`src/rtl/doom_pkg.sv`:
```
// Shared Doom datapath constants: game-state encoding, one-hot directions, tick rate.
// No logic of its own; the direction helpers are pure combinational functions.
package doom_pkg;

    localparam logic [1:0] ST_IDLE = 2'd0;
    localparam logic [1:0] ST_PLAY = 2'd1;
    localparam logic [1:0] ST_HIT  = 2'd2;
    localparam logic [1:0] ST_OVER = 2'd3;

    localparam logic [2:0] DIR_L = 3'b100;
    localparam logic [2:0] DIR_F = 3'b010;
    localparam logic [2:0] DIR_R = 3'b001;

    localparam int CLK_HZ   = 100_000_000;
    localparam int TICK_HZ  = 100;
    localparam int TICK_DIV = CLK_HZ / TICK_HZ;

    // Direction index 0=left, 1=forward, 2=right; wraps right back to left.
    function automatic logic [1:0] dir_next(input logic [1:0] idx);
        return (idx == 2'd2) ? 2'd0 : idx + 2'd1;
    endfunction

    function automatic logic [2:0] dir_onehot(input logic [1:0] idx);
        case (idx)
            2'd0:    return DIR_L;
            2'd1:    return DIR_F;
            default: return DIR_R;
        endcase
    endfunction

endpackage

```
`src/rtl/spawn_lfsr.sv`:
```
// 8-bit Galois LFSR, x^8+x^6+x^5+x^4+1, advancing every clock from SEED.
// Free-running, registered output, no backpressure.
module spawn_lfsr #(
    parameter logic [7:0] SEED = 8'hA5
) (
    input  logic       ClkPort,
    input  logic       Reset,
    output logic [7:0] q
);

    logic [7:0] r_q;

    always_ff @(posedge ClkPort or posedge Reset) begin
        if (Reset) begin
            r_q <= SEED;
        end else begin
            r_q <= {1'b0, r_q[7:1]} ^ (r_q[0] ? 8'hB8 : 8'h00);
        end
    end

    assign q = r_q;

endmodule

```
`src/rtl/spawn_scheduler.sv`:
```
// Game-phase FSM and enemy-spawn scheduler; all outputs registered, one-cycle update latency.
// spawn_valid/spawn_dir hold until spawn_ready; the interval timer is frozen while a request waits.
module spawn_scheduler
    import doom_pkg::*;
#(
    parameter int         SPAWN_BASE      = 200,
    parameter int         SPAWN_MIN       = 50,
    parameter int         SPAWN_STEP      = 10,
    parameter int         MAX_HEALTH      = 5,
    parameter int         HIT_TICKS       = 100,
    parameter int         KILLS_PER_LEVEL = 4,
    parameter logic [7:0] LFSR_SEED       = 8'hA5
) (
    input  logic       ClkPort,
    input  logic       Reset,
    input  logic       tick,
    input  logic       start,
    input  logic [2:0] occupied,
    input  logic       enemy_attack,
    input  logic       enemy_kill,
    input  logic       spawn_ready,
    output logic       spawn_valid,
    output logic [2:0] spawn_dir,
    output logic [1:0] game_state,
    output logic [2:0] health,
    output logic [3:0] level
);

    localparam logic [10:0] BASE_W    = 11'(SPAWN_BASE);
    localparam logic [10:0] MIN_W     = 11'(SPAWN_MIN);
    localparam logic [10:0] STEP_W    = 11'(SPAWN_STEP);
    localparam logic [10:0] HIT_W     = 11'(HIT_TICKS);
    localparam logic [2:0]  HEALTH_W  = 3'(MAX_HEALTH);
    localparam logic [7:0]  KILL_LAST = 8'(KILLS_PER_LEVEL - 1);

    logic [1:0]  r_state;
    logic        r_start_q;
    logic [2:0]  r_health;
    logic [3:0]  r_level;
    logic [7:0]  r_kills;
    logic [10:0] r_interval;
    logic [10:0] r_hit_cnt;
    logic        r_spawn_valid;
    logic [2:0]  r_spawn_dir;
    logic [1:0]  r_rr_ptr;

    logic [7:0]  w_lfsr;
    logic [5:0]  w_lfsr_unused;
    logic        w_start_edge;
    logic        w_active;
    logic [1:0]  w_cand;
    logic [1:0]  w_c1;
    logic [1:0]  w_c2;
    logic [1:0]  w_idx;
    logic        w_found;
    logic [10:0] w_dec;
    logic [10:0] w_reload;

    spawn_lfsr #(.SEED(LFSR_SEED)) u_lfsr (
        .ClkPort (ClkPort),
        .Reset   (Reset),
        .q       (w_lfsr)
    );

    assign w_lfsr_unused = w_lfsr[7:2];
    assign w_start_edge  = start & ~r_start_q;
    assign w_active      = (r_state == ST_PLAY) || (r_state == ST_HIT);

    // Candidate 3 defers to the round-robin pointer so no direction is starved.
    assign w_cand = (w_lfsr[1:0] == 2'd3) ? r_rr_ptr : w_lfsr[1:0];
    assign w_c1   = dir_next(w_cand);
    assign w_c2   = dir_next(w_c1);

    always_comb begin
        w_found = 1'b1;
        w_idx   = w_cand;
        if ((occupied & dir_onehot(w_cand)) == 3'b000) begin
            w_idx = w_cand;
        end else if ((occupied & dir_onehot(w_c1)) == 3'b000) begin
            w_idx = w_c1;
        end else if ((occupied & dir_onehot(w_c2)) == 3'b000) begin
            w_idx = w_c2;
        end else begin
            w_found = 1'b0;
        end
    end

    assign w_dec    = 11'(r_level) * STEP_W;
    assign w_reload = ((w_dec >= BASE_W) || ((BASE_W - w_dec) < MIN_W)) ? MIN_W : (BASE_W - w_dec);

    always_ff @(posedge ClkPort or posedge Reset) begin
        if (Reset) begin
            r_state       <= ST_IDLE;
            r_start_q     <= 1'b0;
            r_health      <= 3'd0;
            r_level       <= 4'd0;
            r_kills       <= 8'd0;
            r_interval    <= 11'd0;
            r_hit_cnt     <= 11'd0;
            r_spawn_valid <= 1'b0;
            r_spawn_dir   <= 3'b000;
            r_rr_ptr      <= 2'd0;
        end else begin
            r_start_q <= start;
            if (w_start_edge && !w_active) begin
                r_state       <= ST_PLAY;
                r_health      <= HEALTH_W;
                r_level       <= 4'd0;
                r_kills       <= 8'd0;
                r_interval    <= BASE_W;
                r_hit_cnt     <= 11'd0;
                r_spawn_valid <= 1'b0;
                r_spawn_dir   <= 3'b000;
            end else if (w_active) begin
                // Reload wins over a coincident tick, so a fresh interval is never shortened.
                if (r_spawn_valid) begin
                    if (spawn_ready) begin
                        r_spawn_valid <= 1'b0;
                        r_interval    <= w_reload;
                    end
                end else if (r_interval == 11'd0) begin
                    if (w_found) begin
                        r_spawn_valid <= 1'b1;
                        r_spawn_dir   <= dir_onehot(w_idx);
                        r_rr_ptr      <= dir_next(w_idx);
                    end
                end else if (tick) begin
                    r_interval <= r_interval - 11'd1;
                end

                if ((r_state == ST_HIT) && tick) begin
                    if (r_hit_cnt <= 11'd1) begin
                        r_state   <= ST_PLAY;
                        r_hit_cnt <= 11'd0;
                    end else begin
                        r_hit_cnt <= r_hit_cnt - 11'd1;
                    end
                end

                if (enemy_kill) begin
                    if (r_kills == KILL_LAST) begin
                        r_kills <= 8'd0;
                        if (r_level != 4'd15) begin
                            r_level <= r_level + 4'd1;
                        end
                    end else begin
                        r_kills <= r_kills + 8'd1;
                    end
                end

                // Last assignment: a fatal hit overrides any spawn update in the same cycle.
                if (enemy_attack && (r_state == ST_PLAY)) begin
                    r_health <= r_health - 3'd1;
                    if (r_health == 3'd1) begin
                        r_state       <= ST_OVER;
                        r_spawn_valid <= 1'b0;
                    end else begin
                        r_state   <= ST_HIT;
                        r_hit_cnt <= HIT_W;
                    end
                end
            end
        end
    end

    assign spawn_valid = r_spawn_valid;
    assign spawn_dir   = r_spawn_dir;
    assign game_state  = r_state;
    assign health      = r_health;
    assign level       = r_level;

endmodule

```
`config.mk`:
```
export PLATFORM = sky130hd
export DESIGN_NAME = spawn_scheduler
export DESIGN_NICKNAME = d
export VERILOG_FILES = /design/src/rtl/doom_pkg.sv /design/src/rtl/spawn_lfsr.sv /design/src/rtl/spawn_scheduler.sv
export SDC_FILE = /design/constraint.sdc
export NUM_CORES = 1
export LEC_CHECK = 0
export CAP_MARGIN = 0
export CORE_ASPECT_RATIO = 0.9
export CORE_MARGIN = 2
export CORE_UTILIZATION = 40
export DETAILED_ROUTE_END_ITERATION = 7
export GPL_TIMING_DRIVEN = 0
export PLACE_DENSITY = 0.58
export SLEW_MARGIN = 40
export SYNTH_ARGS = -nofsm -noshare
export SYNTH_HDL_FRONTEND = slang
export SYNTH_SLANG_ARGS = --single-unit
```
`constraint.sdc`:
```
create_clock -name ClkPort -period 3.6 [get_ports ClkPort]
set_input_delay 0.54 -clock ClkPort [delete_from_list [all_inputs] [get_ports ClkPort]]
set_output_delay 0.54 -clock ClkPort [all_outputs]
set_load 0.02 [all_outputs]
```
==> results.yml <==
flow_run:
  maxCapViolCount: 0
synthesis:
  synthesis.instances: 350
  synth_xor_xnor_area_share_pct: 4.157
  synth_nets: 376
  post_synth_mux_area_share_pct: 0.9501
  synth_warnings: 0
  netlist_area_sq_mm: 0.003161
  synthFlopType: "sky130_fd_sc_hd__dfrtp_1"
  syn_avg_cell_area_sq_um: 9.030
  ys_async_sr_fraction_pct: 100.0
  synth_adder_area_share_pct: 6.572
  synth_simple_gate_area_share_pct: 20.94
  seq_area_frac_synth_pct: 42.91
  combinational_family_with_the_most_area_after_synthesis: "compound AO/OA/AOI/OAI gates"
  synth_compound_area_share_pct: 21.18
  post_synth_num_cell_types: 56
  ys_ff_latch: 54
  edff_count_synth: 0
clocking:
  clockRootBuffer: "sky130_fd_sc_hd__clkbuf_8"
  postCtsSetupRepairBufs: 0
  cts_made_buffers: 5
  cts.hold.buffers_added: 0
  clk-insertion-delay-late_ps: 310
  clk_path_buf_depth: 2
  cts.repair.resized: 0
  cts_htree_levels: 2
  clock_tree_from_tritoncts: "built"
  path_clk_slew_ps: 100
  numClockSinks: 54
timing:
  worst_slew_pin_slew_ps: 770.7
  final_clock_period_utilization_by_the_worst_path_pct: 83.74
  max_freq_ghz: 0.3317
  final_hold_violation_count: 0
  rsz0062_at_grt: "false"
  setup_tns_ps: 0
  setup_clock_skew_after_layout_ps: 11.91
  max-slew-margin-rel_pct: 48.22
  finalSetupViolations: 0
  final_report_max_slew_violation_count: 0
  post-route-worst-setup-slack_ps: 585.4
  final.min_clock_period_ps: 3015
setup_path:
  slowest_stage_delay_on_critical_path_ps: 550
  cpMaxStageDelayCell: "sky130_fd_sc_hd__fa_1"
  cp_cell_sequence: "ha_1, ha_1, fa_1, or2_2, a221oi_1, o21ai_0, o221ai_1, nand3_1, a32o_1"
  worst_ep_required_time_ps: 3790
  worstSetupEndpointType: "flop"
  r2r-start: "level[1]"
  reg2reg_setup_slack_ps: 590
  path_common_cell: "sky130_fd_sc_hd__ha_1"
  critPathArrivalTime_ps: 3210
  timing.critical_path.buf_inv: 0
  worstSetupStartpointType: "flop"
  critical_path_class: "flop to flop"
  reg2reg_depth: 9
  timing.rr.end: "r_interval[1]"
  timing.critical_path.fanout_max: 9
  cp_top_family: "adder cells"
floorplan:
  core_area_sq_mm: 0.007620
  std_cell_rows: 30
  die_area_sq_mm: 0.008629
  die-height_um: 88.33
  initial_cell_density_of_the_core_pct: 41.48
  horizontal_extent_of_the_die_um: 97.70
  io_pins: 23
global_route:
  grt_start_max_net_pins: 37
  grt_pass1_vias: 2515
  globalRouteOverflowTotal: 0
  grt_pass1_wl_um: 12080
  grt_antenna_before_repair: 0
  grt_usage_pct: 17.09
detailed_routing:
  avgViaCountPerCell: 5.526
  vias: 2636
  route.detailed.wl_per_inst_um: 14.37
  dr_drc_count: 0
  postRouteWirelength_um: 6854
  route.antenna.remaining_nets: 0
  drt_first_iter_violations: 168
  firstDrtPassIters: 4
power:
  power.leakage_nw: 1.608
  ir_worst_vdd_v: 0.0003077
  power.density_mw_per_mm2: 661.8
worst_hold_path:
  worstHoldEndpoint: "u_lfsr.q[2]"
  holdCritPathClass: "flop to flop"
  hold-path-cell-count: 0
  worst_hold_startpoint: "u_lfsr.q[3]"
finish:
  post_route_cells_drive_above_1_share_pct: 6.824
  synthToLayoutAreaGrowth_pct: 14.21
  finalInstanceArea_sq_mm: 0.003610
  layout.nets: 406
  antennaDiodeCount: 0
  finalNonFillerCells: 477
run_status:
  status: "completed"
placement:
  hpwl_um: 4997
  place_worst_setup_slack_ps: 584.7
  finalWeightedCongestion: 0.8353
  place_area_sq_mm: 0.003523
  io_buffer_count: 22
  place_inst: 469
-- through the flow --
step | utilization (%) | hold slack (ps) | power [mW]
6_report | 47.37 | 370.6 | 2.389
5_1_grt | 47.37 | 386.4 | 2.622
4_1_cts | 47.37 | 379.0 | 2.413
3_5_place_dp | 46.24 | 342.6 | 2.058
3_3_place_gp | 45.94 | 342.7 | 2.025
2_1_floorplan | - | 333.0 | 1.721
-- report_power, final --
group | internal (mW) | switching [mW] | leakage, nW
sequential | 0.746 | 0.164 | 0.691
clock | 0.139 | 0.204 | 0.0456
combinational | 0.452 | 0.683 | 0.872
total | 1.34 | 1.05 | 1.61
-- layer usage --
layer  share of wire, %  wire length (um)  vias up  track usage [%]
met5                  0                 0        -                0
met4               0.79                54        0            4.293
met3                2.7               187        4            3.002
met2                 43              2978       30            26.52
met1                 53              3634     1273            25.07
li1                   -                 -     1329                -
-- cell families after synthesis --
group,after synthesis
and+or+nand+nor,131
AOI/OAI and AO/OA,105
DFF,54
buffers and inverters,26
adders and majority gates,16
xor gates and xnor gates,15
muxes,3
-- sequential cells by signal, summed over array words and instances, names as in the netlist --
register,flops
game_state,2
health,3
level,4
r_hit_cnt,11
r_interval,11
r_kills,8
r_rr_ptr,2
r_start_q,1
spawn_dir,3
spawn_valid,1
u_lfsr.q,8
-- placed cells by master, fill, tap and decap left out, types with 8 or more instances in the layout --
cell	synthesis	routed
sky130_fd_sc_hd__a21oi_1	11	11
sky130_fd_sc_hd__clkdlybuf4s50_1	0	22
sky130_fd_sc_hd__nand2b_1	11	11
sky130_fd_sc_hd__xor2_1	8	8
sky130_fd_sc_hd__a21o_1	8	8
sky130_fd_sc_hd__a31oi_1	14	14
sky130_fd_sc_hd__nand2_1	36	36
sky130_fd_sc_hd__nand3_1	12	12
sky130_fd_sc_hd__nor2_1	29	29
sky130_fd_sc_hd__dfrtp_1	50	50
sky130_fd_sc_hd__nor3_1	9	9
sky130_fd_sc_hd__inv_1	17	16
sky130_fd_sc_hd__o21ai_0	40	40
sky130_fd_sc_hd__ha_1	15	15
-- worst max-delay path by stage --
| stage | startpoint | end | slack [ps] | cells after the start |
|---|---|---|---|---|
| global placement | Reset | r_hit_cnt[10] | 620 | 2 |
| CTS | level[1] | r_interval[1] | 550 | 9 |
| floorplan | level[1] | r_interval[1] | 770 | 9 |
| global route | level[1] | r_interval[1] | 400 | 9 |
| detailed placement | level[1] | r_interval[1] | 580 | 9 |
| finish | level[1] | r_interval[1] | 590 | 9 |
-- cell usage after synthesis (4+ instances only) --
cell type / instances / area (sq um)
sky130_fd_sc_hd__o21a_1: 6 / 45.04
sky130_fd_sc_hd__xor2_1: 8 / 70.07
sky130_fd_sc_hd__nand2_1: 36 / 135.1
sky130_fd_sc_hd__nor4_1: 6 / 37.54
sky130_fd_sc_hd__a21o_1: 8 / 60.06
sky130_fd_sc_hd__o21ai_0: 40 / 200.2
sky130_fd_sc_hd__xnor2_1: 7 / 61.31
sky130_fd_sc_hd__nand3_1: 12 / 60.06
sky130_fd_sc_hd__inv_1: 17 / 63.81
sky130_fd_sc_hd__nor2b_1: 4 / 25.02
sky130_fd_sc_hd__nor3_1: 9 / 45.04
sky130_fd_sc_hd__a21oi_1: 11 / 55.05
sky130_fd_sc_hd__buf_2: 5 / 25.02
sky130_fd_sc_hd__a31oi_1: 14 / 87.58
sky130_fd_sc_hd__ha_1: 15 / 187.7
sky130_fd_sc_hd__nand2b_1: 11 / 68.82
sky130_fd_sc_hd__dfrtp_1: 50 / 1251
sky130_fd_sc_hd__nor2_1: 29 / 108.9
sky130_fd_sc_hd__clkbuf_1: 4 / 15.01
sky130_fd_sc_hd__dfstp_2: 4 / 105.1
-- cell type report --
type / count / area, sq um
Tap cell: 96 / 120.1
Inverter: 17 / 66.31
Clock inverter: 2 / 13.76
Sequential cell: 54 / 1356
Multi-Input combinational cell: 270 / 1700
Clock buffer: 6 / 72.57
Timing Repair Buffer: 23 / 240.2
Buffer: 9 / 40.04
Fill cell: 751 / 4010
No activity file was read; power rests on OpenSTA's default activity.
